## src/rtl/puf_challenge_sequencer.sv

```systemverilog
// Arbiter-PUF challenge sequencer: holds a challenge on the MUX selects, runs NVOTE
// precharge/evaluate cycles, samples the synchronized arbiter output and returns a majority vote.
module puf_challenge_sequencer #(
    parameter int unsigned CW     = 16,
    parameter int unsigned SETTLE = 8,
    parameter int unsigned NVOTE  = 5
) (
    input  logic          iclk,
    input  logic          irst_n,
    input  logic [CW-1:0] ichal,
    input  logic          ichal_valid,
    output logic          ochal_ready,
    output logic [CW-1:0] ochal,
    output logic          olaunch,
    input  logic          iresp,
    output logic          oresp,
    output logic [3:0]    oones,
    output logic          ostable,
    output logic          oresp_valid,
    input  logic          iresp_ready
);
    localparam logic [7:0] PHASE_LAST = 8'(SETTLE - 1);
    localparam logic [3:0] VOTE_LAST  = 4'(NVOTE - 1);
    localparam logic [3:0] NV         = 4'(NVOTE);
    localparam logic [3:0] HALF       = 4'(NVOTE / 2);

    typedef enum logic [2:0] {IDLE, PRE, EVAL, SAMPLE, DONE} state_t;

    state_t     state;
    state_t     next_state;
    logic [7:0] phase;
    logic [3:0] votes;
    logic [3:0] ones;
    logic [3:0] ones_next;
    logic       sync1;
    logic       sync2;
    logic       phase_end;
    logic       last_vote;

    assign ochal_ready = (state == IDLE);
    assign phase_end   = (phase == PHASE_LAST);
    assign last_vote   = (votes == VOTE_LAST);
    assign ones_next   = ones + {3'b000, sync2};

    always_ff @(posedge iclk) begin
        if (!irst_n) begin
            state <= IDLE;
        end else begin
            state <= next_state;
        end
    end

    always_comb begin
        next_state = state;
        case (state)
            IDLE:    if (ichal_valid) next_state = PRE;
            PRE:     if (phase_end) next_state = EVAL;
            EVAL:    if (phase_end) next_state = SAMPLE;
            SAMPLE:  next_state = last_vote ? DONE : PRE;
            DONE:    if (iresp_ready) next_state = IDLE;
            default: next_state = IDLE;
        endcase
    end

    always_ff @(posedge iclk) begin
        if (!irst_n) begin
            ochal       <= '0;
            olaunch     <= 1'b0;
            oresp       <= 1'b0;
            oones       <= '0;
            ostable     <= 1'b0;
            oresp_valid <= 1'b0;
            phase       <= '0;
            votes       <= '0;
            ones        <= '0;
            sync1       <= 1'b0;
            sync2       <= 1'b0;
        end else begin
            sync1       <= iresp;
            sync2       <= sync1;
            // Launch and valid are registered from the next state so they align with the state cycles.
            olaunch     <= (next_state == EVAL) || (next_state == SAMPLE);
            oresp_valid <= (next_state == DONE);
            if ((state == PRE || state == EVAL) && !phase_end) begin
                phase <= phase + 8'd1;
            end else begin
                phase <= '0;
            end
            case (state)
                IDLE: begin
                    if (ichal_valid) begin
                        ochal <= ichal;
                        votes <= '0;
                        ones  <= '0;
                    end
                end
                SAMPLE: begin
                    ones  <= ones_next;
                    votes <= votes + 4'd1;
                    if (last_vote) begin
                        oones   <= ones_next;
                        oresp   <= (ones_next > HALF);
                        ostable <= (ones_next == 4'd0) || (ones_next == NV);
                    end
                end
                default: ;
            endcase
        end
    end
endmodule

```

## config.mk

```make
export PLATFORM = sky130hd
export DESIGN_NAME = puf_challenge_sequencer
export DESIGN_NICKNAME = d
export VERILOG_FILES = /design/src/rtl/puf_challenge_sequencer.sv
export SDC_FILE = /design/constraint.sdc
export NUM_CORES = 1
export LEC_CHECK = 0
export CORE_MARGIN = 1
export CORE_UTILIZATION = 51
export CTS_CLUSTER_DIAMETER = 80
export DETAILED_ROUTE_END_ITERATION = 16
export MAX_ROUTING_LAYER = met4
export PLACE_DENSITY_LB_ADDON = 0.12
export REMOVE_ABC_BUFFERS = 1
export SYNTH_ARGS = -nofsm -noshare
export SYNTH_HDL_FRONTEND = slang
export SYNTH_SLANG_ARGS = --single-unit
```

## constraint.sdc

```tcl
create_clock -name iclk -period 3.7 [get_ports iclk]
set_input_delay 0.37 -clock iclk [delete_from_list [all_inputs] [get_ports iclk]]
set_output_delay 0.37 -clock iclk [all_outputs]
set_load 0.02 [all_outputs]
```

==> results of run 1 <==
[cell type report]
type	count	area [um2]
multi-input combinational	148	822
tap	46	57.6
clock buffer	7	55.1
inverter	6	22.5
timing repair buffer	45	450
fill	308	1050
sequential	45	901
[logic make-up after synthesis]
kind of cell	synth area share, %
buffers and inverters	4.71
AOI/OAI and AO/OA	12.1
muxes	2.21
DFF	49.8
xor gates and xnor gates	4.84
adders and majority gates	3.46
and+or+nand+nor	22.8
[through the flow]
| step | total power, W | instance area [um2] |
|---|---|---|
| 2_1_floorplan | 0.000570 | 1750 |
| 3_3_place_gp | 0.000629 | 2250 |
| 3_5_place_dp | 0.000629 | 2250 |
| 4_1_cts | 0.000861 | 2310 |
| 5_1_grt | 0.000900 | 2310 |
| 6_report | 0.000852 | 2310 |
[power groups by stage]
stage	clock network, W	logic (W)	registers (W)
floorplan	0	0.0000378	0.000533
global placement	0	0.000109	0.000519
detailed placement	0	0.000110	0.000519
CTS	0.000242	0.000110	0.000508
global route	0.000269	0.000121	0.000511
finish	0.000234	0.000109	0.000508
[cells in the mapped netlist (3+ instances only)]
cell type and n:
nand3_1 10, inv_1 5, mux2i_1 4, a31oi_1 3, clkbuf_1 4, dfxtp_1 45
nand2_1 44, xor2_1 7, o21ai_0 6, a21oi_1 26, ha_1 5, xnor2_1 3
nor2_1 18, and2_1 3
[per-layer routing]
| layer | routed length (um) | GRT usage, % | up-vias |
|---|---|---|---|
| met1 | 1590 | 25.4 | 655 |
| met5 | 0 | - | - |
| met3 | 180 | 10.1 | 0 |
| met2 | 1460 | 32.1 | 38 |
| li1 | - | - | 779 |
| met4 | 0 | 4.76 | 0 |
[worst paths after layout]
path,start,end,slack (ns)
setup / recovery,state[2],ochal_ready,1.60
hold / removal,phase[0],phase[0],0.45
setup reg to reg,state[0],oones[1],1.98
hold reg to reg,phase[0],phase[0],0.45
[flip-flops by register name, indices dropped and copies added, names as in the netlist]
signal,cells
sync1,1
ostable,1
ones,4
oresp_valid,1
ochal,16
sync2,1
olaunch,1
state,3
phase,8
oresp,1
votes,4
oones,4
[worst max-delay path, delay by kind of cell (launching register included)]
family	cells	cell delay, ns
buffers and inverters	1	0.68
flip-flops	1	0.36
AND/OR/NAND/NOR	1	0.34
==> impl_results.md, run 1 <==
* Status: complete, no violations
* Clock network fraction of total power at 27.5%
* Placed cell count at 290
* Clock tree skew after final layout at 0.00728 ns
* Hold violation count in the final report at 0
* Post-CTS setup buffers at 0
* Final Non-Filler Cells at 297
* Final Wtd Congestion at 0.745
* Final global-route overflow total at 0
* Capturing element type of the critical path: output pin
* Die Height at 61.5 um
* Summed instance area of the synthesized netlist at 1810 um2
* Slew Limit Fails at 0
* Count of synthesis-stage warnings from yosys at 0
* Clock tree buffer depth at 2
* Classification of the worst-slack hold path: flip-flop to flip-flop
* Per-cell via count in the routed design at ~5.0
* Cell taking the most area after synthesis: dfxtp_1
* Number of buffers added to fix hold violations after cts at 0
* Maximum fanout count along the critical path at 6
* Fraction of final layout cells sized beyond drive strength 1 at 3.98%
* Detailed-routing iteration count for the pre-antenna-repair pass at 4
* Clock tree from TritonCTS: yes
* Pin count of the biggest net entering global routing at 28
* Post-Route Setup TNS at 0 ns
* Clk pin slew, worst setup/hold paths at 0.12 ns
* Nets at 277
* Area growth, synth to finish at 27.7%
* Worst-case hold slack at 0.453 ns
* Core area at ~3400 um2
* FF+latch count, synth at 45
* Switching component of the power at 0.000209 W
* H-tree levels at 2
* Leakage at ~0.85 nW
* Slew HR at 50.9%
* Post-place setup slack at 1.45 ns
* Clock Latency Late Sink at about 0.35 ns
* Maximum single-stage delay on the critical path at 0.68 ns
* Ys async rst share at 0%
* HPWL after detailed placement at 2290 um
* Number of flops mapped to enable cells by yosys at 0
* Slew @ Worst Pin at around 0.73 ns
* Finished Core Util at approximately two thirds
* Post-route minimum period at about 2.1 ns
* Num CTS Buffers at 5
* Mean instance size in the synthesized netlist at 8.65 um2
* Most frequent cells in the layout: clkdlybuf4s50_1 (45), dfxtp_1 (45), nand2_1 (44), a21oi_1 (26), nor2_1 (18)
* Post-DRT Antenna Nets at 0
* Antenna cell count at 0
* Placement row count at 21
* Number of input and output port buffers inserted at 45
* PnR worst setup slack at 1.60 ns
* Data arrival time of the worst path at ~1.7 ns
* Required time of the critical path at 3.33 ns
* Part of the total power dissipated in combinational logic at between 10 and 15%
* Die outline area at 3790 um2
* Slowest stage cell on the critical path: clkdlybuf4s50_1
* Sink count of the clock tree at 45
* Endpoints failing setup at 0
* Primary FF master, synth: dfxtp_1
* Vias in the first global route at ~1300
* Number of cells on the worst reg-to-reg path at 4
* Top achievable clock speed at roughly 480 MHz
* Synth Instances at roughly 210
* Relative contribution of sequential cells to total power at 59.7%
* Power per cell area at 369 nW/um2
* Effective utilization at floorplan at between 50 and 60%
* Startpoint kind of the worst setup timing path: flip-flop
* Post-detailed-route DRC marker count at 0
* Antenna violations before repair at 0
* Share of synthesized area occupied by flip-flops and latches at 49.8%
* Gates resized, CTS repair at 0
* I/O pin cnt at 46
* Internal power at 0.000642 W
* RSZ-0062 raised after global routing: false
* CTS root buffer: clkbuf_4
* Global-route usage over all layers at between 20% and 30%
* Drt wl/cell at 10.9 um
* Die span in x at between 60 and 70 um
* Critical path, cell by cell: nor3_1, clkdlybuf4s50_1
* Worst-case vdd ir drop at 0.270 mV
* Library cells used by synthesis at 34
* Largest cells by area after synthesis: dfxtp_1 (50%), nand2_1 (9.1%), a21oi_1 (7.2%)
* Worst setup path class: flip-flop to output pin
* Routed vias at 1472
* Proportion of netlist area held by the largest area contributor at between 40% and 50%
* Switching fraction of total power at ~25%
* First-pass GRT wire length at 5560 um
* Number of violations of the max-capacitance limit at 0
* Number of design-rule violations left by the first detailed-router iteration at 76
* Ratio of final minimum period to clock period at 56.7%
* Post-detailed-routing wire length at 3230 um
* Worst Hold Depth at 1
Note: power is estimated with default switching activity, not from simulation.
==> run 2, diff against run 1 <==
--- a/config.mk
+++ b/config.mk
@@ -6,7 +6,7 @@
 export NUM_CORES = 1
 export LEC_CHECK = 0
 export CORE_MARGIN = 1
-export CORE_UTILIZATION = 51
+export CORE_UTILIZATION = 48
 export CTS_CLUSTER_DIAMETER = 80
 export DETAILED_ROUTE_END_ITERATION = 16
 export MAX_ROUTING_LAYER = met4
==> constraint.sdc (replaced) <==
create_clock -name iclk -period 2.07 [get_ports iclk]
set_input_delay 0.207 -clock iclk [delete_from_list [all_inputs] [get_ports iclk]]
set_output_delay 0.207 -clock iclk [all_outputs]
set_load 0.02 [all_outputs]
==> run 2 against run 1 <==
  * Die area up 6.0%
  * Count of clock-buffer cells in the layout unchanged
  * Worst hold slack worse by 0.013 ns
  * Combinational power up 87%
  * Largest cell class unchanged
==> impl_results.md, run 2 (synthesis gave the netlist of run 1 again) <==
* Placement row count at 21 (unchanged)
* Pin count of the biggest net entering global routing at 21 (was 28)
* Number of flip-flops under the largest register name at 16 (unchanged)
* Clock tree from TritonCTS: yes (unchanged)
* M1 WL at 1630 um (was 1590 um)
* Slew @ Worst Pin at 0.432 ns (was 0.732 ns)
* Post-detailed-routing wire length at 3450 um (was 3230 um)
* Largest registers: ochal (16), phase (8) (unchanged)
* Sink count of the clock tree at 45 (unchanged)
* CTS root buffer: clkbuf_8 (was clkbuf_4)
* Classification of the worst-slack hold path: flip-flop to flip-flop (unchanged)
* Number of buffers added to fix hold violations after cts at 0 (unchanged)
* Nets at 282 (was 277)
* Count of fill cells added during filler insertion at 303 (was 308)
* Clock tree buffer depth at 2 (unchanged)
* Effective utilization at floorplan at 52.1% (was 53.8%)
* Global-route usage over all layers at 19.5% (was 21.1%)
* Internal power at 0.00126 W (was 0.000642 W)
* Required time of the critical path at 1.86 ns (was 3.33 ns)
* Final global-route overflow total at 0 (unchanged)
* Gates resized, CTS repair at 0 (unchanged)
* Power per cell area at 693 nW/um2 (was 369 nW/um2)
* Slew Limit Fails at 0 (unchanged)
* Slew HR at 71.2% (was 50.9%)
* Area growth, synth to finish at 31.5% (was 27.7%)
* Clock tree skew after final layout at 0.00468 ns (was 0.00728 ns)
* Num CTS Buffers at 5 (unchanged)
* Post-Route Setup TNS at 0 ns (unchanged)
* Vias in the first global route at 1391 (was 1297)
* Per-cell via count in the routed design at 4.95 (was 4.96)
* Part of the total power dissipated in combinational logic at 12.4% (was 12.8%)
* I/O pin cnt at 46 (unchanged)
* Met3 wirelength from detailed routing at 127 um (was 180 um)
* Top reg by flops: ochal (unchanged)
* Top achievable clock speed at 549 MHz
* Antenna violations before repair at 0 (unchanged)
* Finished Core Util at 68.5% (was 68.6%)
* Switching fraction of total power at 23.6% (was 24.6%)
* Die outline area at 4020 um2 (was 3790 um2)
* Sum of internal, switching and leakage power at 0.00165 W (was 0.000852 W)
* Fraction of final layout cells sized beyond drive strength 1 at 5.86% (was 3.98%)
* Post-detailed-route DRC marker count at 0 (unchanged)
* First-pass GRT wire length at 5930 um (was 5560 um)
* Clock Latency Late Sink at 0.29 ns (was 0.35 ns)
* Number of design-rule violations left by the first detailed-router iteration at 72 (was 76)
* Worst-case vdd ir drop at 0.397 mV (was 0.270 mV)
* Detailed route wirelength on metal2 at 1630 um (was 1460 um)
* Data arrival time of the worst path at 1.61 ns (was 1.73 ns)
* Core area at 3470 um2 (was 3360 um2)
* Highest signal layer in the routed design: met4 (was met3)
* Most frequent cells in the layout: clkdlybuf4s50_1 (45), dfxtp_1 (45), nand2_1 (44), a21oi_1 (26), nor2_1 (18) (unchanged)
* Relative contribution of sequential cells to total power at 55.1% (was 59.7%)
* Capturing element type of the critical path: output pin (unchanged)
* Switching component of the power at 0.000389 W (was 0.000209 W)
* Leakage at 0.889 nW (was 0.851 nW)
* Die span in x at 63.4 um (was 61.5 um)
* Die Height at 63.4 um (was 61.5 um)
* HPWL after detailed placement at 2450 um (was 2290 um)
* Ratio of final minimum period to clock period at 88.0%
* RSZ-0062 raised after global routing: false (unchanged)
* Clk pin slew, worst setup/hold paths at 0.08 ns (was 0.12 ns)
* Startpoint kind of the worst setup timing path: flip-flop (unchanged)
* Clock network fraction of total power at 32.5% (was 27.5%)
* Post-route minimum period at 1.82 ns
* Hold violation count in the final report at 0 (unchanged)
* Final Wtd Congestion at 0.845 (was 0.745)
* Number of input and output port buffers inserted at 45 (unchanged)
* Number of violations of the max-capacitance limit at 0 (unchanged)
* Endpoints failing setup at 0 (unchanged)
* Post-DRT Antenna Nets at 0 (unchanged)
* Maximum fanout count along the critical path at 6 (unchanged)
* Worst setup path class: flip-flop to output pin (unchanged)
* Post-CTS setup buffers at 0 (unchanged)
* Antenna cell count at 0 (unchanged)
* Drt wl/cell at 11.4 um (was 10.9 um)
* H-tree levels at 2 (unchanged)
* Detailed-routing iteration count for the pre-antenna-repair pass at 4 (unchanged)
* Routed vias at 1494 (was 1472)
* Status: complete, no violations (unchanged)
run 2: cell types whose count changed in the layout (fill, tap and decap cells not counted), sizes merged:
cell / delta
buf: +5
run 2: worst paths after layout:
kind                               start          end  slack, ns  cells past startpoint
worst min register to register  phase[0]     phase[0]       0.44                      1
worst min-delay path            phase[0]     phase[0]       0.44                      1
worst max-delay path            state[2]  ochal_ready       0.25                      2
worst max register to register  state[2]      ones[0]       0.55                      5
run 2: layout make-up:
cell class | count | area, um2 | share of cell area [%]
well taps | 46 | 57.6 | 2.42
flip-flops and latches | 45 | 901 | 37.9
multi-input cells | 148 | 822 | 34.6
repair buffers | 50 | 488 | 20.5
inverters | 6 | 22.5 | 0.947
clock buffers | 7 | 86.3 | 3.63
run 2: critical path: stages (launching register included):
cell	delay [ns]
dfxtp_1	0.35
nor3_1	0.30
clkdlybuf4s50_1	0.67
run 2: metrics by stage:
| step | area, um2 | std cells | hold WS, ns | setup slack, ns |
|---|---|---|---|---|
| 4_1_cts | 2380 | 302 | 0.444 | 0.249 |
| 2_1_floorplan | 1750 | 199 | 0.323 | 0.269 |
| 3_5_place_dp | 2290 | 295 | 0.424 | 0.470 |
| 5_1_grt | 2380 | 302 | 0.448 | 0.156 |
| 3_3_place_gp | 2290 | 295 | 0.418 | 0.477 |
| 6_report | 2380 | 302 | 0.440 | 0.249 |
run 2: power by group through the flow:
stage               combinational [W]  sequential (W)  clock [W]
global route                 0.000224        0.000912   0.000587
global placement             0.000205        0.000928          0
floorplan                   0.0000675        0.000952          0
finish                       0.000204        0.000908   0.000536
detailed placement           0.000206        0.000928          0
CTS                          0.000207        0.000908   0.000553
run 2: per-layer routing:
metal | vias up | GRT usage [%]
li1 | 790 | -
met1 | 671 | 22.8
met2 | 27 | 31.4
met3 | 6 | 4.35
met4 | 0 | 9.38
met5 | - | -
